[config.mk]
export PLATFORM = sky130hd
export DESIGN_NAME = easyaxi_txn_seq
export DESIGN_NICKNAME = d
export VERILOG_FILES = /design/src/rtl/easyaxi_seq_pkg.sv /design/src/rtl/easyaxi_seq_wdog.sv /design/src/rtl/easyaxi_txn_seq.sv
export SDC_FILE = /design/constraint.sdc
export NUM_CORES = 1
export LEC_CHECK = 0
export CORE_MARGIN = 5
export CORE_UTILIZATION = 57
export DETAILED_ROUTE_END_ITERATION = 10
export MAX_ROUTING_LAYER = met4
export PLACE_DENSITY_LB_ADDON = 0.05
export SYNTH_ARGS = -nofsm -noshare
export SYNTH_HDL_FRONTEND = slang
export SYNTH_SLANG_ARGS = --single-unit
[constraint.sdc]
create_clock -name clk -period 3.9 [get_ports clk]
set_input_delay 0.39 -clock clk [delete_from_list [all_inputs] [get_ports clk]]
set_output_delay 0.39 -clock clk [all_outputs]
set_load 0.02 [all_outputs]
[src/rtl/easyaxi_seq_pkg.sv]
// ----------------------------------------------------------------------------
// easyaxi_seq_pkg
// Shared definitions for the EASYAXI transaction sequencer:
//   - mode_e   : read/write pattern selected at start
//   - state_e  : sequencer FSM states
//   - default gap / timeout constants
//   - first_op_is_wr : which direction a sequence begins with
// ----------------------------------------------------------------------------
package easyaxi_seq_pkg;

   typedef enum logic [1:0] {
      MODE_RD  = 2'd0,
      MODE_WR  = 2'd1,
      MODE_ALT = 2'd2,
      MODE_WTR = 2'd3
   } mode_e;

   typedef enum logic [2:0] {
      ST_IDLE   = 3'd0,
      ST_REQ    = 3'd1,
      ST_GAP    = 3'd2,
      ST_FINISH = 3'd3,
      ST_TOUT   = 3'd4
   } state_e;

   localparam int GAP_CYC_DEF  = 3;
   localparam int TOUT_CYC_DEF = 10000;
   localparam int TOUT_W_DEF   = 14;

   // Only the read-only mode starts with a read; every other mode writes first
   // so the following reads have data to return.
   function automatic logic first_op_is_wr(input mode_e m);
      return (m != MODE_RD);
   endfunction

endpackage

[src/rtl/easyaxi_seq_wdog.sv]
// ----------------------------------------------------------------------------
// easyaxi_seq_wdog
// Loadable up/down counter shared between the inter-transaction gap and the
// per-request timeout watchdog.
// Ports:
//   clk, rst   : clock, synchronous active-high reset
//   clr        : force count to zero (highest priority)
//   load       : load load_val (below clr)
//   load_val   : value loaded by load
//   cnt_en     : advance the count by one this cycle
//   up         : 1 = count up towards limit, 0 = count down towards zero
//   limit      : terminal value when counting up
//   expired    : count sits at its terminal value for the current direction
// ----------------------------------------------------------------------------
module easyaxi_seq_wdog
   import easyaxi_seq_pkg::*;
#(
   parameter int W = TOUT_W_DEF
) (
   input  logic         clk,
   input  logic         rst,
   input  logic         clr,
   input  logic         load,
   input  logic [W-1:0] load_val,
   input  logic         cnt_en,
   input  logic         up,
   input  logic [W-1:0] limit,
   output logic         expired
);

   logic [W-1:0] count_q;
   logic [W-1:0] count_d;

   // Next count: clear beats load beats counting, so a caller can restart the
   // watchdog on the same cycle it would otherwise have advanced it.
   always_comb begin
      count_d = count_q;
      if (clr) begin
         count_d = '0;
      end else if (load) begin
         count_d = load_val;
      end else if (cnt_en) begin
         count_d = up ? (count_q + W'(1)) : (count_q - W'(1));
      end
   end

   // Counter register.
   always_ff @(posedge clk) begin
      if (rst) begin
         count_q <= '0;
      end else begin
         count_q <= count_d;
      end
   end

   // Terminal value depends on direction: the limit when watching a request,
   // zero when draining a gap.
   assign expired = up ? (count_q == limit) : (count_q == '0);

endmodule

[src/rtl/easyaxi_txn_seq.sv]
// ----------------------------------------------------------------------------
// easyaxi_txn_seq
// Drives the rd_en/wr_en request pair of EASYAXI_TOP through a sequence of
// transactions, with an idle gap between them and a per-request timeout.
// Ports:
//   clk, rst          : clock, synchronous active-high reset
//   start             : one-cycle launch pulse, honoured only when idle
//   mode              : 0 read-only, 1 write-only, 2 alternating W/R,
//                       3 all writes then all reads
//   txn_num           : transactions per direction pass
//   rd_en / rd_done   : read request level and its completion
//   wr_en / wr_done   : write request level and its completion
//   busy              : sequence in progress
//   done              : one-cycle pulse on clean completion
//   timeout           : sticky error, cleared by reset or the next start
//   rd_cnt / wr_cnt   : completed reads / writes in this sequence
// ----------------------------------------------------------------------------
module easyaxi_txn_seq
   import easyaxi_seq_pkg::*;
#(
   parameter int CNT_W    = 16,
   parameter int GAP_CYC  = GAP_CYC_DEF,
   parameter int TOUT_CYC = TOUT_CYC_DEF,
   parameter int TOUT_W   = TOUT_W_DEF
) (
   input  logic             clk,
   input  logic             rst,
   input  logic             start,
   input  logic [1:0]       mode,
   input  logic [CNT_W-1:0] txn_num,
   output logic             rd_en,
   input  logic             rd_done,
   output logic             wr_en,
   input  logic             wr_done,
   output logic             busy,
   output logic             done,
   output logic             timeout,
   output logic [CNT_W-1:0] rd_cnt,
   output logic [CNT_W-1:0] wr_cnt
);

   localparam logic [TOUT_W-1:0] TOUT_LIM = TOUT_W'(TOUT_CYC);
   localparam logic [TOUT_W-1:0] GAP_LOAD = (GAP_CYC > 0) ? TOUT_W'(GAP_CYC - 1) : '0;

   state_e           state_q,   state_d;
   mode_e            mode_q,    mode_d;
   logic [CNT_W-1:0] txn_q,     txn_d;
   logic             cur_wr_q,  cur_wr_d;
   logic             rd_en_q,   rd_en_d;
   logic             wr_en_q,   wr_en_d;
   logic             busy_q,    busy_d;
   logic             done_q,    done_d;
   logic             timeout_q, timeout_d;
   logic [CNT_W-1:0] rd_cnt_q,  rd_cnt_d;
   logic [CNT_W-1:0] wr_cnt_q,  wr_cnt_d;

   logic             wd_clr;
   logic             wd_load;
   logic             wd_cnt;
   logic             wd_up;
   logic             wd_expired;

   logic             match_done;
   logic [CNT_W-1:0] rd_nx;
   logic [CNT_W-1:0] wr_nx;
   logic             seq_end;
   logic             nx_wr;

   function automatic logic [CNT_W-1:0] sat_inc(input logic [CNT_W-1:0] v);
      return (&v) ? v : (v + CNT_W'(1));
   endfunction

   // One counter serves both jobs because REQ and GAP never overlap: it
   // counts up against the timeout in REQ and drains the gap in GAP.
   assign wd_up = (state_q != ST_GAP);

   easyaxi_seq_wdog #(
      .W (TOUT_W)
   ) u_wdog (
      .clk      (clk),
      .rst      (rst),
      .clr      (wd_clr),
      .load     (wd_load),
      .load_val (GAP_LOAD),
      .cnt_en   (wd_cnt),
      .up       (wd_up),
      .limit    (TOUT_LIM),
      .expired  (wd_expired)
   );

   // Bookkeeping for the op currently in flight: which done counts, what the
   // counters become if it completes, whether that ends the sequence and
   // which direction comes next.
   always_comb begin
      match_done = cur_wr_q ? wr_done : rd_done;
      rd_nx      = cur_wr_q ? rd_cnt_q : sat_inc(rd_cnt_q);
      wr_nx      = cur_wr_q ? sat_inc(wr_cnt_q) : wr_cnt_q;
      seq_end    = 1'b0;
      nx_wr      = cur_wr_q;
      case (mode_q)
         MODE_RD: begin
            seq_end = (rd_nx == txn_q);
            nx_wr   = 1'b0;
         end
         MODE_WR: begin
            seq_end = (wr_nx == txn_q);
            nx_wr   = 1'b1;
         end
         MODE_ALT: begin
            seq_end = (rd_nx == txn_q) && (wr_nx == txn_q);
            nx_wr   = ~cur_wr_q;
         end
         MODE_WTR: begin
            seq_end = (rd_nx == txn_q) && (wr_nx == txn_q);
            nx_wr   = (wr_nx != txn_q);
         end
         default: begin
            seq_end = 1'b1;
            nx_wr   = 1'b0;
         end
      endcase
   end

   // Sequencer next-state and registered outputs. Enables are computed here
   // and registered, so they appear the cycle after REQ is entered and fall
   // the cycle after the matching done (or the timeout) is seen.
   always_comb begin
      state_d   = state_q;
      mode_d    = mode_q;
      txn_d     = txn_q;
      cur_wr_d  = cur_wr_q;
      rd_en_d   = 1'b0;
      wr_en_d   = 1'b0;
      busy_d    = busy_q;
      done_d    = 1'b0;
      timeout_d = timeout_q;
      rd_cnt_d  = rd_cnt_q;
      wr_cnt_d  = wr_cnt_q;
      wd_clr    = 1'b0;
      wd_load   = 1'b0;
      wd_cnt    = 1'b0;
      case (state_q)
         ST_IDLE: begin
            if (start) begin
               mode_d    = mode_e'(mode);
               txn_d     = txn_num;
               cur_wr_d  = first_op_is_wr(mode_e'(mode));
               rd_cnt_d  = '0;
               wr_cnt_d  = '0;
               timeout_d = 1'b0;
               busy_d    = 1'b1;
               wd_clr    = 1'b1;
               state_d   = (txn_num == '0) ? ST_FINISH : ST_REQ;
            end
         end
         ST_REQ: begin
            if (match_done) begin
               rd_cnt_d = rd_nx;
               wr_cnt_d = wr_nx;
               cur_wr_d = nx_wr;
               if (seq_end) begin
                  state_d = ST_FINISH;
               end else if (GAP_CYC == 0) begin
                  state_d = ST_REQ;
                  wd_clr  = 1'b1;
               end else begin
                  state_d = ST_GAP;
                  wd_load = 1'b1;
               end
            end else if (wd_expired) begin
               state_d = ST_TOUT;
            end else begin
               rd_en_d = ~cur_wr_q;
               wr_en_d = cur_wr_q;
               wd_cnt  = 1'b1;
            end
         end
         ST_GAP: begin
            if (wd_expired) begin
               state_d = ST_REQ;
               wd_clr  = 1'b1;
            end else begin
               wd_cnt = 1'b1;
            end
         end
         ST_FINISH: begin
            done_d  = 1'b1;
            busy_d  = 1'b0;
            state_d = ST_IDLE;
         end
         ST_TOUT: begin
            timeout_d = 1'b1;
            busy_d    = 1'b0;
            state_d   = ST_IDLE;
         end
         default: begin
            state_d = ST_IDLE;
            busy_d  = 1'b0;
         end
      endcase
   end

   // State and output registers; reset wins over everything, including a
   // start arriving on the same edge.
   always_ff @(posedge clk) begin
      if (rst) begin
         state_q   <= ST_IDLE;
         mode_q    <= MODE_RD;
         txn_q     <= '0;
         cur_wr_q  <= 1'b0;
         rd_en_q   <= 1'b0;
         wr_en_q   <= 1'b0;
         busy_q    <= 1'b0;
         done_q    <= 1'b0;
         timeout_q <= 1'b0;
         rd_cnt_q  <= '0;
         wr_cnt_q  <= '0;
      end else begin
         state_q   <= state_d;
         mode_q    <= mode_d;
         txn_q     <= txn_d;
         cur_wr_q  <= cur_wr_d;
         rd_en_q   <= rd_en_d;
         wr_en_q   <= wr_en_d;
         busy_q    <= busy_d;
         done_q    <= done_d;
         timeout_q <= timeout_d;
         rd_cnt_q  <= rd_cnt_d;
         wr_cnt_q  <= wr_cnt_d;
      end
   end

   assign rd_en   = rd_en_q;
   assign wr_en   = wr_en_q;
   assign busy    = busy_q;
   assign done    = done_q;
   assign timeout = timeout_q;
   assign rd_cnt  = rd_cnt_q;
   assign wr_cnt  = wr_cnt_q;

endmodule

Word-level counts from Yosys, hierarchy flattened
Index checks and enable logic that the tools add are counted.
Storage, ports and cells
  input bits: 23
  memories: 0
  RAM bits: 0
  bits in read-only memories: 0
  logic and storage cells: 97
  register bits: 73
  latch bits: 0
Operators by class
  bitwise operators: 3
  multipliers: 0
  reductions and logical operators: 21
  mux-type cells: 40
  add/subtract/negate cells: 4
  div/mod/pow operators: 0
  eq/ne operators: 16
  order comparisons: 0
  shift-type cells: 0
Operators with widths (count)
  two-way mux 16 bit: 7
  one-hot mux 16 bit (2 select lines): 2
  adder 16 x 1 -> 16 bit, second input constant: 2
  equality test 16 bit: 2
  AND reduction 16 bit: 2
  logical NOT 16 bit: 1
  inequality test 16 bit: 1
  two-way mux 1 bit: 15
  adder 14 x 1 -> 14 bit, second input constant: 1
  equality test 14 bit, second input constant: 1
  logical NOT 14 bit: 1
  two-way mux 14 bit: 1
  subtractor 14 x 1 -> 14 bit, second input constant: 1
  two-way mux 3 bit: 4
  one-hot mux 1 bit (2 select lines): 5
  one-hot mux 3 bit (3 select lines): 1
  nonzero test 2 bit: 4
  equality test 3 x 2 -> 1 bit, second input constant: 2
  two-way mux 2 bit: 3
  inequality test 3 x 2 -> 1 bit, second input constant: 2
  AND reduction 2 bit: 3
  AND reduction 3 bit: 2
  OR reduction 2 bit: 3
  equality test 2 bit, second input constant: 2
  other kinds (13): 16

Depth between registers and ports, before layout
  depth after elaboration: 10
  mapped depth: 15
  gate-level depth less buffers: 14

Cells and area by module
From an unflattened synthesis, not the netlist that was laid out.
Second synthesis, totals
  cell total of the unflattened synthesis: 756
  area, all modules: 5735.5 um^2
Modules (own cells, without submodules)
  easyaxi_txn_seq: cells an instance 570, instances 1, area each 4264.1 um^2
  easyaxi_seq_wdog: cells an instance 186, instances 1, area each 1471.4 um^2

Worst setup path after synthesis
No wires, ideal clock.
  path kind: register to register
  from: register rd_cnt_q[10], in the netlist rd_cnt[10]
  to: register u_wdog.count_q[10]
  arrival: 3.640 ns
  cell stages (with the launch flop): 13
  clock period less this slack: 3.703 ns
  setup slack: 0.197 ns
  buffers on the path: 2
  cells stage by stage: dfxtp_1 > clkbuf_1 > nand3_1 > or2_2 > nor4_1 > nor2_1 > and2_1 > xnor2_1 > or4_1 > a2111oi_4 > o31ai_2 > buf_6 > nor2_2
On the way
  longest elaborated chain between the ends: 10
  elaborated cells between the ends (all ways): 11
Ends and longest elaborated chain
  start: declaration: line easyaxi_txn_seq.sv:54  | logic [CNT_W-1:0] rd_cnt_q, rd_cnt_d;
  start signal: assignment: line easyaxi_txn_seq.sv:228  | rd_cnt_q <= rd_cnt_d;
  adder 16 x 1 -> 16 bit or AND reduction 16 bit (tied branches): line easyaxi_txn_seq.sv:70  | return (&v) ? v : (v + CNT_W'(1));
  two-way mux 16 bit: line easyaxi_txn_seq.sv:70
  two-way mux 16 bit (*): line easyaxi_txn_seq.sv:96  | rd_nx = cur_wr_q ? rd_cnt_q : sat_inc(rd_cnt_q);
  equality test 16 bit (*): line easyaxi_txn_seq.sv:102, easyaxi_txn_seq.sv:110, easyaxi_txn_seq.sv:114
  logical AND 1 bit: line easyaxi_txn_seq.sv:110, easyaxi_txn_seq.sv:114
  one-hot mux 1 bit (3 select lines) (*): line easyaxi_txn_seq.sv:100  | case (mode_q)
  two-way mux 1 bit (*): line easyaxi_txn_seq.sv:161  | if (seq_end) begin
  two-way mux 1 bit (*): line easyaxi_txn_seq.sv:157  | if (match_done) begin
  two-way mux 1 bit (*): line easyaxi_txn_seq.sv:142  | case (state_q)
  OR reduction 3 bit (no line) (*)
  end signal: assignment: line easyaxi_seq_wdog.sv:52  | count_q <= count_d;
  end: declaration: line easyaxi_seq_wdog.sv:31  | logic [W-1:0] count_q;
Every way passes the cells marked *; elsewhere a longest branch is shown, timed or not.
A chain may end at the register's enable or synchronous reset.

Worst setup path after layout
  from: register wr_cnt_q[10], in the netlist wr_cnt[10]
  to: register u_wdog.count_q[2]
On the way
  longest elaborated chain between the ends: 10
  elaborated cells between the ends (all ways): 11
Ends and longest elaborated chain
  start: declaration: line easyaxi_txn_seq.sv:55  | logic [CNT_W-1:0] wr_cnt_q, wr_cnt_d;
  start signal: assignment: line easyaxi_txn_seq.sv:229  | wr_cnt_q <= wr_cnt_d;
  adder 16 x 1 -> 16 bit or AND reduction 16 bit (tied branches): line easyaxi_txn_seq.sv:70
  two-way mux 16 bit: line easyaxi_txn_seq.sv:70
  two-way mux 16 bit (*): line easyaxi_txn_seq.sv:97  | wr_nx = cur_wr_q ? sat_inc(wr_cnt_q) : wr_cnt_q;
  equality test 16 bit (*): line easyaxi_txn_seq.sv:106, easyaxi_txn_seq.sv:110, easyaxi_txn_seq.sv:114
  logical AND 1 bit: line easyaxi_txn_seq.sv:110, easyaxi_txn_seq.sv:114
  one-hot mux 1 bit (3 select lines) (*): line easyaxi_txn_seq.sv:100
  two-way mux 1 bit (*): line easyaxi_txn_seq.sv:161
  two-way mux 1 bit (*): line easyaxi_txn_seq.sv:157
  two-way mux 1 bit (*): line easyaxi_txn_seq.sv:142
  OR reduction 3 bit (no line) (*)
Marked as above.

==> impl_metrics.ini <==
[placed_design]
dp_slack_ns = 0.0581
place_area_mm2 = 0.00578
hpwl_mm = 11.1
io_buffers = 59
globalplace.congestion = 0.984

[pwr]
p_per_area_mw_per_mm2 = 403
p_sw_w = 0.00101
vdd.ir_drop.worst_mv = 0.348
p_leak_nw = 2.17
combPwrFrac_pct = 39.4
seqPwrFrac_pct = 38.1
fin_total_pwr_w = 0.00241
switching_share_pct = 41.7
p_int_w = 0.00141
clkPwrFrac_pct = 22.5

[timing]
setup_tns_ns = 0
fin_crit_sh_pct = 93.3
maxSlewViolCount = 0
final.setup_skew_ns = 0.0137
fmax_mhz = 275
period_needed_ns = 3.64
rsz0062_at_grt = no
worstMarginPinSlew_ns = 0.926
final-hold-violation-count = 0
setup-violations-final = 0
finalWorstSetupSlack_ns = 0.260
maxSlewHeadroom_pct = 38.0

[yosys]
syn-num-nets = 693
syn_inst = 655
synth-edff-count = 0
synth_top_area_share_pct = 28.6
syn_area_per_cell_um2 = 7.80
synth_seq_cells = 73
synthDistinctLibCells = 77
netlist.top_cell.by_area = dfxtp_1
synth_area_leaders = dfxtp_1 (29%), xnor2_1 (5.8%), a21oi_1 (5.8%)
synthFlopType = dfxtp_1
async_reset_ff_share_pct = 0
synth_area_mm2 = 0.00511
seq_area_frac_synth_pct = 28.6
yosys_warnings = 0

[routing]
met2_wirelength_mm = 7.14
dr.pass1.iters = 6
wl_met3_mm = 1.04
route.detailed.drc = 0
via_per_inst = 6.20
highest_layer = met4
met1Wirelength_mm = 6.33
routedWlPerCell_um = 18.3
drtIter0Drc = 334
vias = 5073
ant_nets = 0
wl_mm = 15.0

[global_routing]
first_global_vias = 4731
grt_pass1_wl_mm = 23.7
grt_usage_pct = 26.9
grt-ovfl-total = 0
grt_max_degree = 55
antenna_found_initial = 0

[worst_hold_path]
worstHoldPathCells = 2
holdCritStartpoint = mode_q[0]
hold_path.class = flip-flop to flip-flop
hold_end = mode_q[0]

[setup_path]
rr_startpoint = wr_cnt[10]
worstPathMaxFanout = 13
critPathKind = flip-flop to flip-flop
crit_required_ns = 4.17
worst_setup_path_end_kind = flip-flop
r2r_slack_ns = 0.26
arrival_ns = 3.91
r2r_end = u_wdog.count_q[2]
reg2reg_depth = 9
critPathLaunchType = flip-flop

[cts]
cts_hold_buffers = 0
clock_latency_ns = 0.36
clock-sinks = 73
cts_max_level = 3
cts_inserted_buffers = 9
post_cts_buffers = 0
clockBufferDepth = 2
cts_root_buf = clkbuf_8
cts_tree = yes
cts_resized = 0
clk_pin_slew_worst_paths_ns = 0.09

[finish]
utilization_pct = 68.7
nFillCells = 743
layout_commonest_cell = nand2_1
antennaDiodeCount = 0
fin_area_mm2 = 0.00599
drive_above_1_share_pct = 11.5
areaGrowthSynthToFinish_pct = 17.3
layout.nets = 743
final_cell_mix = nand2_1 (74), dfxtp_1 (73), nor2_1 (61)

[job]
cap_viol_max_count = 0

[run_status]
status = finished clean

[floorplanning]
die_area_mm2 = 0.0110
die_x_um = 105
fp.dieH_um = 105
ios = 60
initial_core_util_pct = 58.6
row_count = 34
core_area_mm2 = 0.00872
[critical path, stage by stage, from the launching register on]
cell       delay [ns]
dfxtp_1          0.56
nand4_4          0.23
o41a_1           0.57
xnor2_1          0.21
a2111oi_2        0.34
o2111ai_1        0.18
or4b_4           0.58
a2111oi_4        0.42
o31ai_4          0.24
a211oi_1         0.22
[per-layer routing]
layer,track usage (%),vias up
li1,-,2482
met2,43.8,205
met1,33.4,2354
met4,10.2,0
met5,-,-
met3,4.69,32
[how the worst max path moves through the flow]
stage                              end        from
floorplan           u_wdog.count_q[10]  rd_cnt[10]
global placement     u_wdog.count_q[2]   wr_cnt[1]
detailed placement   u_wdog.count_q[2]   wr_cnt[1]
CTS                  u_wdog.count_q[2]   wr_cnt[1]
global route         u_wdog.count_q[2]   wr_cnt[1]
finish               u_wdog.count_q[2]  wr_cnt[10]
[layout make-up]
cell class	count	area (µm²)	share of cell area, %
clock inverter	6	43.8	0.731
tap	108	135	2.25
timing repair buffer	84	773	12.9
sequential	73	1460	24.4
inverter	11	41.3	0.689
multi-input combinational	526	3410	56.9
clock buffer	10	128	2.13
[cell usage after synthesis (4+ instances only)]
cell type  number
nor2_1         61
o2111ai_1       5
inv_1          11
nand4_1        13
nor4_1         18
mux2i_1        16
clkbuf_1       29
a21o_1          6
nor2b_1         6
a311oi_1        7
nand3_1        14
ha_1           14
o21ai_0        35
xnor2_1        34
or2_2           5
nand2b_1        5
nand2_1        74
a31oi_1         7
o211ai_1        6
xor2_1         12
dfxtp_1        73
and3_1          7
buf_6           5
and2_1          5
nor3_1         29
or3_1           4
a21oi_1        59
a211oi_1        6
nor2_2         11
[power groups by stage]
stage          Sequential [W]  Clock [W]  Combinational (W)
6_report             0.000918   0.000544           0.000951
5_1_grt              0.000928   0.000585            0.00103
4_1_cts              0.000914   0.000548           0.000925
3_5_place_dp         0.000930          0           0.000921
3_3_place_gp         0.000927          0           0.000902
2_1_floorplan        0.000902          0           0.000676
[cells by family after synthesis]
group	Yosys count	synth area share, %
simple gates	286	30.3
compound gates	162	20.6
xor+xnor	46	7.89
fa+ha+maj	15	3.82
flops	73	28.6
mux	17	3.36
buf+inv	56	5.46
[metrics by stage]
step                hold slack, ns  cells
floorplan                    0.458    655
global placement             0.475    802
detailed placement           0.490    802
CTS                          0.501    818
global route                 0.544    818
finish                       0.507    818
[sequential cells by signal (all words and copies together), names as in the netlist]
register and count:
rd_en 1, u_wdog.count_q 14, timeout 1, done 1
cur_wr_q 1, wr_cnt 16, txn_q 16, busy 1
rd_cnt 16, state_q 3, wr_en 1, mode_q 2
No activity file was read; power rests on OpenSTA's default activity.
==> RTL edit (config.mk and constraints unchanged) <==
`CNT_W`: 16 -> 12.
--- a/src/rtl/easyaxi_txn_seq.sv
+++ b/src/rtl/easyaxi_txn_seq.sv
@@ -18,7 +18,7 @@
 module easyaxi_txn_seq
    import easyaxi_seq_pkg::*;
 #(
-   parameter int CNT_W    = 16,
+   parameter int CNT_W    = 12,
    parameter int GAP_CYC  = GAP_CYC_DEF,
    parameter int TOUT_CYC = TOUT_CYC_DEF,
    parameter int TOUT_W   = TOUT_W_DEF
Ports: changed (resized rd_cnt, txn_num and wr_cnt); port bits go from 60 to 48. The function was not compared with the original's and may differ.
==> RTL edit against the original RTL <==
  * Worst setup slack better by 0.24 ns
  * Highest routed layer unchanged
  * Global-route usage is 0.095 points lower
  * Routed wire length down 25%
  * Non-clock buffer count fell by 28
  * Final area is 19% lower
  * Area after synthesis fell by 20%
  * Largest cell class unchanged
  * Sequential cell count decreased by 12
  * Clock skew is 0.0029 ns lower
  * Die area shrank 18%
  * Critical path type unchanged
Power is not compared: it rests on default switching activity, and its combinational part moved more than twofold at a synthesized area within 25%.
==> RTL edit: results (changes against the original RTL) <==
critical_path:
  timing.rr.start: "rd_cnt[9]$_SDFFE_PP0P_"
  arrival_ns: 3.65  # -0.26 ns
  critPathTopFamily: "simple AND/OR/NAND/NOR gates"
  slowest_delay_ns: 0.80  # +0.22 ns
  slowest_stage: "nor4_1"
global_route:
  met3_usage: 0.0518  # +0.00494
  grt_util_met2: 0.452  # +0.0135
  grt_pass1_vias: 3861  # -18%
  grt_first_pass_wirelength_um: 18500  # -22%
  grt_max_degree: 36  # -35%
place:
  gp_congestion: 0.968  # -1.7%
  dp_hpwl_um: 8310  # -25%
  pre_cts_slack_ns: 0.608  # +0.550 ns
  place_inst: 663  # -17%
logic_synthesis:
  ys_seq_area_frac: 0.298  # +0.0122
  synth.area.top_cells: "dfxtp_1, nand2_1, xnor2_1, mux2i_1, nor2_1"
  synthTopCellsByCount: "nand2_1, dfxtp_1, nor2_1, a21oi_1, nor3_1"
  syn_inst: 536  # -18%
  synth_cell_types: 61  # -21%
  syn_nets: 570  # -18%
  synth_edf_count: 0  # unchanged
drt:
  met3WireLength_um: 724  # -30%
  wl_um: 11200  # -25%
  drt-pass1-iter-count: 5  # -1
  wl_met1_um: 4720  # -25%
  drt_iter0_drc: 278  # -17%
  wl_met2_um: 5530  # -22%
  via_per_inst: 6.00  # -3.3%
outcome:
  status: "complete, no violations"
layout:
  stdcell_count: 679  # -17%
  fillers: 636  # -14%
  final_layout_size_suffix_gt1_frac: 0.0772  # -0.0383
  fin_nets: 612  # -18%
sta:
  slew_headroom: 0.417  # +0.0366
  finalClockSkew_ns: 0.0108  # -0.00289 ns
==> RTL edit: cell count changes after synthesis, moves of 6 or more <==
cell,before,now
dfxtp_1,73,61
nor2_1,61,51
a21oi_1,59,38
nor3_1,29,36
nor4_1,18,10
xnor2_1,34,25
clkbuf_1,29,18
a311oi_1,7,1
==> RTL edit: cells by family (layout without fill, tap and decap cells) <==
group | Yosys count | after routing | synth area share
AO/OA/AOI/OAI | 119 | 119 | 0.185
XOR/XNOR | 39 | 39 | 0.0835
adder cells (fa/ha/maj) | 15 | 15 | 0.0477
buffers and inverters | 35 | 82 | 0.0364
flip-flops | 61 | 61 | 0.298
multiplexers | 22 | 22 | 0.0541
AND/OR/NAND/NOR | 245 | 245 | 0.295
==> RTL edit: layout make-up <==
class                   count  area [µm²]  area share
flip-flops and latches     61        1220       0.252
clock buffers              10         138      0.0284
repair buffers             56         538       0.111
well taps                  96         120      0.0248
multi-input cells         440        2720       0.562
clock inverters             6        70.1      0.0145
inverters                  10        37.5     0.00774
==> RTL edit: worst paths after layout <==
| check | to | cells past startpoint | slack, ns |
|---|---|---|---|
| setup reg to reg | u_wdog.count_q[2]$_SDFFE_PP0P_ | 10 | 0.50 |
| hold / removal | busy$_SDFFE_PP0P_ | 2 | 0.46 |
| setup / recovery | u_wdog.count_q[2]$_SDFFE_PP0P_ | 10 | 0.50 |
| hold reg to reg | busy$_SDFFE_PP0P_ | 2 | 0.46 |
==> RTL edit: stage by stage <==
step | power [mW] | cell area [µm²]
after global routing | 1.79 | 4850
after detailed placement | 1.12 | 4640
after CTS | 1.71 | 4850
after global placement | 1.11 | 4640
final | 1.71 | 4850
after floorplan | 0.993 | 4090
